==> src/rtl/pdp8lfpi2cq_pkg.sv <==
// Shared definitions for the queued front-panel I2C controller:
// register map, ID words, FSM states and FIFO entry layouts.
package pdp8lfpi2cq_pkg;

  localparam logic [2:0] REG_ID    = 3'd0;
  localparam logic [2:0] REG_CMDLO = 3'd1;
  localparam logic [2:0] REG_CMDHI = 3'd2;
  localparam logic [2:0] REG_STLO  = 3'd3;
  localparam logic [2:0] REG_STHI  = 3'd4;
  localparam logic [2:0] REG_CTL   = 3'd5;
  localparam logic [2:0] REG_HEAD  = 3'd6;
  localparam logic [2:0] REG_PAD   = 3'd7;

  localparam logic [31:0] ID_WORD  = 32'h46502010;
  localparam logic [31:0] PAD_WORD = 32'hDEADBEEF;

  typedef enum logic [2:0] {
    S_IDLE, S_ISSUE, S_WAITHI, S_WAITLO, S_CAPT
  } state_t;

  // command FIFO entry: target bus plus the 64-bit engine command
  typedef struct packed {
    logic [3:0]  chan;
    logic [63:0] cmd;
  } cmd_t;

  // status FIFO entry
  typedef struct packed {
    logic        tmo;
    logic [3:0]  chan;
    logic [63:0] data;
  } stat_t;

endpackage

==> src/rtl/pdp8lfpi2cq_fifo.sv <==
// Synchronous FIFO with simultaneous push/pop, flush, full/empty/count.
// A push while full is accepted only when a pop happens in the same cycle.
module pdp8lfpi2cq_fifo #(
  parameter int WIDTH = 68,
  parameter int DEPTH = 8
) (
  input  logic                     CLOCK,
  input  logic                     RESET,
  input  logic                     clr,
  input  logic                     push,
  input  logic                     pop,
  input  logic [WIDTH-1:0]         din,
  output logic [WIDTH-1:0]         dout,
  output logic                     full,
  output logic                     empty,
  output logic [$clog2(DEPTH):0]   count
);
  localparam int AW = $clog2(DEPTH);
  localparam logic [AW:0] FULLCNT = (AW+1)'(DEPTH);

  logic [WIDTH-1:0] mem [DEPTH];
  logic [AW-1:0]    wptr, rptr;
  logic             do_push, do_pop;

  assign empty   = (count == '0);
  assign full    = (count == FULLCNT);
  assign do_pop  = pop && !empty;
  assign do_push = push && (!full || do_pop);
  assign dout    = mem[rptr];

  // storage write; contents need no reset, empty gates every read
  always_ff @(posedge CLOCK)
    if (do_push) mem[wptr] <= din;

  // pointers wrap naturally since DEPTH is a power of two
  always_ff @(posedge CLOCK) begin
    if (RESET || clr) begin
      wptr  <= '0;
      rptr  <= '0;
      count <= '0;
    end else begin
      if (do_push) wptr <= wptr + 1'b1;
      if (do_pop)  rptr <= rptr + 1'b1;
      if (do_push && !do_pop)      count <= count + 1'b1;
      else if (do_pop && !do_push) count <= count - 1'b1;
    end
  end

endmodule

==> src/rtl/pdp8lfpi2cq.sv <==
// Queued multi-channel front-panel I2C controller. Buffers engine commands,
// issues them one at a time to the i2cmaster engine, steers the engine onto
// the selected bus and queues the resulting status words for the ARM.
// Optional engine-busy watchdog: define PDP8LFPI2CQ_WATCHDOG_EN.
module pdp8lfpi2cq
  import pdp8lfpi2cq_pkg::*;
#(
  parameter int NCHAN  = 2,
  parameter int DEPTH  = 8,
  parameter int TMOCYC = 1000000
) (
  input  logic              CLOCK,
  input  logic              RESET,
  input  logic              armwrite,
  input  logic [2:0]        armraddr,
  input  logic [2:0]        armwaddr,
  input  logic [31:0]       armwdata,
  output logic [31:0]       armrdata,
  output logic [63:0]       eng_cmd,
  output logic              eng_go,
  output logic              eng_reset,
  input  logic              eng_busy,
  input  logic [63:0]       eng_status,
  input  logic              eng_sclo,
  input  logic              eng_sdao,
  output logic              eng_sdai,
  output logic [NCHAN-1:0]  i2cclk,
  output logic [NCHAN-1:0]  i2cdao,
  input  logic [NCHAN-1:0]  i2cdai
);
  localparam int CW = $clog2(DEPTH) + 1;

  logic            wr_lo, wr_push, wr_spop, wr_ctl, clr;
  logic [31:0]     lo_q;
  logic [3:0]      nextchan, actchan;
  logic            manual, manclk, mandao, cmdovf, statovf, rst_q;
  state_t          state;
  cmd_t            cmd_din, cmd_head;
  stat_t           stat_din, stat_head;
  logic            cmd_pop, cmd_full, cmd_empty;
  logic            stat_push, stat_full, stat_empty;
  logic [CW-1:0]   cmd_cnt, stat_cnt;
  logic            done, tmo;
  logic [NCHAN-1:0] actsel;

  assign wr_lo   = armwrite && (armwaddr == REG_CMDLO);
  assign wr_push = armwrite && (armwaddr == REG_CMDHI);
  assign wr_spop = armwrite && (armwaddr == REG_STHI);
  assign wr_ctl  = armwrite && (armwaddr == REG_CTL);
  assign clr     = wr_ctl && armwdata[0];

  assign cmd_din = {nextchan, armwdata, lo_q};
  assign cmd_pop = (state == S_ISSUE);

  // the status word is taken the first cycle busy is seen low, so the entry
  // lands in the FIFO on the edge into CAPT; CAPT is the turnaround cycle
  assign done      = (state == S_WAITLO) && !eng_busy;
  assign stat_push = done || tmo;
  assign stat_din  = {tmo, actchan, tmo ? 64'h0 : eng_status};

  assign eng_reset = RESET || rst_q;

`ifdef PDP8LFPI2CQ_WATCHDOG_EN
  logic [31:0] wdcnt;
  logic        waiting;
  assign waiting = (state == S_WAITHI) || (state == S_WAITLO);
  // a normal completion in the same cycle beats the timeout
  assign tmo = waiting && !done && (wdcnt == 32'(TMOCYC - 1));

  // cycles spent waiting on the engine; zero outside the wait states
  always_ff @(posedge CLOCK)
    if (RESET || clr || !waiting) wdcnt <= '0;
    else                          wdcnt <= wdcnt + 1'b1;
`else
  logic [31:0] unused_tmocyc;
  assign unused_tmocyc = TMOCYC;
  assign tmo = 1'b0;
`endif

  pdp8lfpi2cq_fifo #(.WIDTH(68), .DEPTH(DEPTH)) u_cmdq (
    .CLOCK(CLOCK), .RESET(RESET), .clr(clr),
    .push(wr_push), .pop(cmd_pop), .din(cmd_din), .dout(cmd_head),
    .full(cmd_full), .empty(cmd_empty), .count(cmd_cnt)
  );

  pdp8lfpi2cq_fifo #(.WIDTH(69), .DEPTH(DEPTH)) u_statq (
    .CLOCK(CLOCK), .RESET(RESET), .clr(clr),
    .push(stat_push), .pop(wr_spop), .din(stat_din), .dout(stat_head),
    .full(stat_full), .empty(stat_empty), .count(stat_cnt)
  );

  // ARM-visible control/config registers and sticky overflow flags
  always_ff @(posedge CLOCK) begin
    if (RESET) begin
      lo_q     <= '0;
      nextchan <= '0;
      manual   <= 1'b0;
      manclk   <= 1'b1;
      mandao   <= 1'b1;
      cmdovf   <= 1'b0;
      statovf  <= 1'b0;
      rst_q    <= 1'b0;
    end else begin
      rst_q <= clr || tmo;
      if (wr_lo) lo_q <= armwdata;
      if (wr_ctl) begin
        manual   <= armwdata[3];
        nextchan <= (32'(armwdata[11:8]) < NCHAN) ? armwdata[11:8] : 4'h0;
        manclk   <= armwdata[31];
        mandao   <= armwdata[30];
      end
      if (clr) begin
        cmdovf  <= 1'b0;
        statovf <= 1'b0;
      end else begin
        if (wr_push && cmd_full && !cmd_pop)    cmdovf  <= 1'b1;
        if (stat_push && stat_full && !wr_spop) statovf <= 1'b1;
      end
    end
  end

  // command sequencer; eng_cmd/actchan are latched on the way into ISSUE
  always_ff @(posedge CLOCK) begin
    if (RESET) begin
      state   <= S_IDLE;
      eng_go  <= 1'b0;
      eng_cmd <= '0;
      actchan <= '0;
    end else if (clr) begin
      state  <= S_IDLE;
      eng_go <= 1'b0;
    end else begin
      eng_go <= 1'b0;
      unique case (state)
        S_IDLE:
          if (!cmd_empty && !eng_busy && !manual) begin
            state   <= S_ISSUE;
            eng_go  <= 1'b1;
            eng_cmd <= cmd_head.cmd;
            actchan <= cmd_head.chan;
          end
        S_ISSUE:  state <= S_WAITHI;
        S_WAITHI:
          if (tmo)           state <= S_IDLE;
          else if (eng_busy) state <= S_WAITLO;
        S_WAITLO:
          if (done)          state <= S_CAPT;
          else if (tmo)      state <= S_IDLE;
        S_CAPT:   state <= S_IDLE;
        default:  state <= S_IDLE;
      endcase
    end
  end

  // bus steering: manual owns nextchan, otherwise the engine owns actchan
  for (genvar i = 0; i < NCHAN; i++) begin : g_bus
    logic man_sel, eng_sel;
    assign man_sel   = manual && (nextchan == 4'(i));
    assign eng_sel   = !manual && (actchan == 4'(i));
    assign actsel[i] = (actchan == 4'(i));
    assign i2cclk[i] = man_sel ? manclk : (eng_sel ? eng_sclo : 1'b1);
    assign i2cdao[i] = man_sel ? mandao : (eng_sel ? eng_sdao : 1'b1);
  end

  assign eng_sdai = |(actsel & i2cdai);

  // register read mux
  always_comb begin
    armrdata = '0;
    case (armraddr)
      REG_ID:   armrdata = ID_WORD;
      REG_STLO: if (!stat_empty) armrdata = stat_head.data[31:0];
      REG_STHI: if (!stat_empty) armrdata = stat_head.data[63:32];
      REG_CTL:  armrdata = {8'(cmd_cnt), 8'(stat_cnt), cmdovf, statovf,
                            state != S_IDLE, manual, nextchan, 8'h00};
      REG_HEAD: if (!stat_empty) armrdata = {1'b1, 26'b0, stat_head.tmo, stat_head.chan};
      REG_PAD:  armrdata = PAD_WORD;
      default:  armrdata = '0;
    endcase
  end

endmodule

==> config.mk <==
export PLATFORM = sky130hd
export DESIGN_NAME = pdp8lfpi2cq
export DESIGN_NICKNAME = d
export VERILOG_FILES = /design/src/rtl/pdp8lfpi2cq_pkg.sv /design/src/rtl/pdp8lfpi2cq_fifo.sv /design/src/rtl/pdp8lfpi2cq.sv
export SDC_FILE = /design/constraint.sdc
export NUM_CORES = 1
export LEC_CHECK = 0
export BUFFER_PORTS_ARGS = -buffer_cell sky130_fd_sc_hd__buf_4
export CORE_MARGIN = 2
export CORE_UTILIZATION = 40
export DETAILED_ROUTE_END_ITERATION = 16
export PLACE_DENSITY = 0.57
export SLEW_MARGIN = 10
export SYNTH_ARGS = -nofsm -noshare
export SYNTH_HDL_FRONTEND = slang
export SYNTH_HIERARCHICAL = 1
export SYNTH_SLANG_ARGS = --single-unit
==> constraint.sdc <==
create_clock -name CLOCK -period 21.2 [get_ports CLOCK]
set_input_delay 6.36 -clock CLOCK [delete_from_list [all_inputs] [get_ports CLOCK]]
set_output_delay 6.36 -clock CLOCK [all_outputs]
set_load 0.05 [all_outputs]
==> impl_metrics.yaml <==
clocking:
  root_buffer: "clkbuf_16"
  clkTransAtPathRegs_ps: 50
  postCtsSetupRepairBufs: 0
  clk_path_buf_depth: 3
  cts_tree: "yes"
  clkSinkCount: 1236
  cts_made_buffers: 133
  ctsResizeCount: 0
  htreeDepth: 4
  clock_latency_ps: 730
  ctsHoldBuffers: 0
yosys:
  postSynthAreaPerCell_um2: 20.6
  syn_inst: 2292
  synthTopCellsByArea: "edfxtp_1 (70%), mux4_2 (13%), dfxtp_1 (5.9%)"
  synth_cell_types: 55
  synth_area_leader_cell: "edfxtp_1"
  synth.most_common_cell: "edfxtp_1"
  synth_edf_count: 1096
  yosysWarningCount: 6
  synth-seq-cells: 1236
  netlist_area_um2: 47200
  netlist.area_leader.share_pct: 69.7
  synthFlopType: "edfxtp_1"
  async_reset_ff_share_pct: 0
  ys_seq_area_share_pct: 75.6
  synth_commonest_cells: "edfxtp_1 (1096), mux4_2 (274), dfxtp_1 (140)"
power:
  powerDensity_nw_per_um2: 93.4
  power.leakage_nw: 17.0
  irDropWorstVdd_v: 0.0000688
flow_run:
  maxCapViolCount: 0
sta:
  fin_skew_ps: 45.2
  finalHoldViolCount: 0
  slew-limit-headroom_pct: 23.7
  setup_tns_ps: 0
  fin_crit_sh_pct: 70.5
  period_needed_ps: 14950
  final_max_slew_viol_count: 0
  finalSetupViolations: 0
  max_freq_mhz: 66.9
  setup_ws_ps: 6250
  rsz0062_at_grt: "no"
  worst_pin_slew_ps: 1140
place:
  port_buffers: 212
  dp_hpwl_um: 61600
  place.gp.congestion: 0.794
  preCtsSetupSlack_ps: 6270
routing:
  dr.pass1.iters: 5
  drt_wl_total_um: 110000
  via_count: 22720
  post-route-drc-count: 0
  drt_iter0_drc: 1950
  antenna_left: 0
  routedWlPerCell_um: 26.0
  via_per_inst: 5.39
finish:
  fillers: 9743
  areaGrowthSynthToFinish_pct: 16.2
  fin_util_pct: 46.6
  fin_nets: 2690
  final_layout_size_suffix_gt1_share_pct: 33.5
critical_path:
  crit_type: "in2out"
  cp-start-kind: "input pin"
  end_kind: "output pin"
  path_max_fanout: 23
  cp.required_ps: 14840
  worst_ep_arrival_time_ps: 8590
die:
  start_util_pct: 40.2
  die_x_um: 348
  io_pins: 213
  die_area_um2: 121000
  dieHeight_um: 348
  rows: 126
  coreArea_um2: 118000
global_routing:
  grt_use_total_pct: 18.2
  grt_first_pass_wirelength_um: 161000
  grt_max_degree: 111
  grt_antenna_before_repair: 9
  grt_pass1_vias: 23829
  grt_overflow_total: 0
outcome:
  outcome: "finished, final reports clean"
hold_path:
  hold_path_class: "reg2reg"
through the flow:
| stage | cells | cell area, um2 | power, mW | hold slack, ps |
|---|---|---|---|---|
| 2_1_floorplan | 2299 | 47200 | 2.84 | 426 |
| 3_3_place_gp | 3969 | 50600 | 2.92 | 476 |
| 3_5_place_dp | 3969 | 50600 | 2.92 | 489 |
| 4_1_cts | 4211 | 54900 | 5.18 | 502 |
| 5_1_grt | 4213 | 54900 | 5.29 | 515 |
| 6_report | 4214 | 54900 | 5.13 | 498 |
kinds of logic after synthesis:
group	after synthesis	synth area share [%]
other cells	1	0.00794
mux	488	18.0
simple gates	279	2.54
compound gates	129	1.78
xor+xnor	10	0.185
flops	1236	75.6
fa+ha+maj	12	0.350
buf+inv	137	1.54
routing by layer:
layer	track usage (%)	up-vias	routed length [um]
li1	-	9881	-
met1	24.0	11917	45300
met2	29.6	721	53000
met3	4.80	189	8350
met4	5.80	12	2830
met5	0	-	78
report_power, final:
part | leakage, nW | total, mW | internal (mW) | switching (mW)
clock | 2.09 | 2.25 | 1.31 | 0.946
sequential | 10.8 | 2.67 | 2.66 | 0.0172
combinational | 4.05 | 0.197 | 0.0689 | 0.128
final cells by class:
| cell class | count | area (um2) | area share [%] |
|---|---|---|---|
| antenna | 3 | 7.51 | 0.0137 |
| clock buffer | 173 | 3600 | 6.56 |
| clock inverter | 69 | 677 | 1.23 |
| inverter | 15 | 56.3 | 0.103 |
| multi-input combinational | 926 | 10900 | 19.9 |
| sequential | 1236 | 35700 | 65.1 |
| tap | 1536 | 1920 | 3.50 |
| timing repair buffer | 256 | 1930 | 3.53 |
state kept, by name (all words and copies together), names as in the netlist, named ones only:
register       flops
actchan            4
cmdovf             1
eng_cmd           64
eng_go             1
lo_q              32
manclk             1
mandao             1
manual             1
nextchan           4
rst_q              1
state              3
statovf            1
u_cmdq/count       4
u_cmdq/mem       544
u_cmdq/rptr        3
u_cmdq/wptr        3
u_statq/count      4
u_statq/mem      552
u_statq/rptr       3
u_statq/wptr       3
critical path, cell delays in order:
cell,delay [ps]
buf_4,210
nor2_1,450
and2_1,800
a22oi_1,220
o221ai_1,270
buf_4,260
placed cells by master (no fill, tap or decap), drive strengths merged, types with 10 or more instances in the layout:
cell,instances
nand2b,10
inv,25
buf,256
a22oi,25
o21ai,15
nor3,13
clkbuf,173
dfxtp,140
a21oi,51
nor2,137
clkinv,49
mux2i,77
o22ai,14
nand2,86
mux4,274
mux2,137
ha,10
edfxtp,1096
worst paths after layout:
path	startpoint	to	slack [ps]	cells past startpoint
max	armraddr[1]	armrdata[25]	6250	6
min	eng_cmd[44]$_SDFFE_PP0P_	eng_cmd[44]$_SDFFE_PP0P_	500	2
max reg2reg	state[0]$_SDFFE_PP0P_	u_cmdq/mem[4][29]$_DFFE_PP_	17390	5
min reg2reg	eng_cmd[44]$_SDFFE_PP0P_	eng_cmd[44]$_SDFFE_PP0P_	500	2
Power figures use the tool's default switching activity.
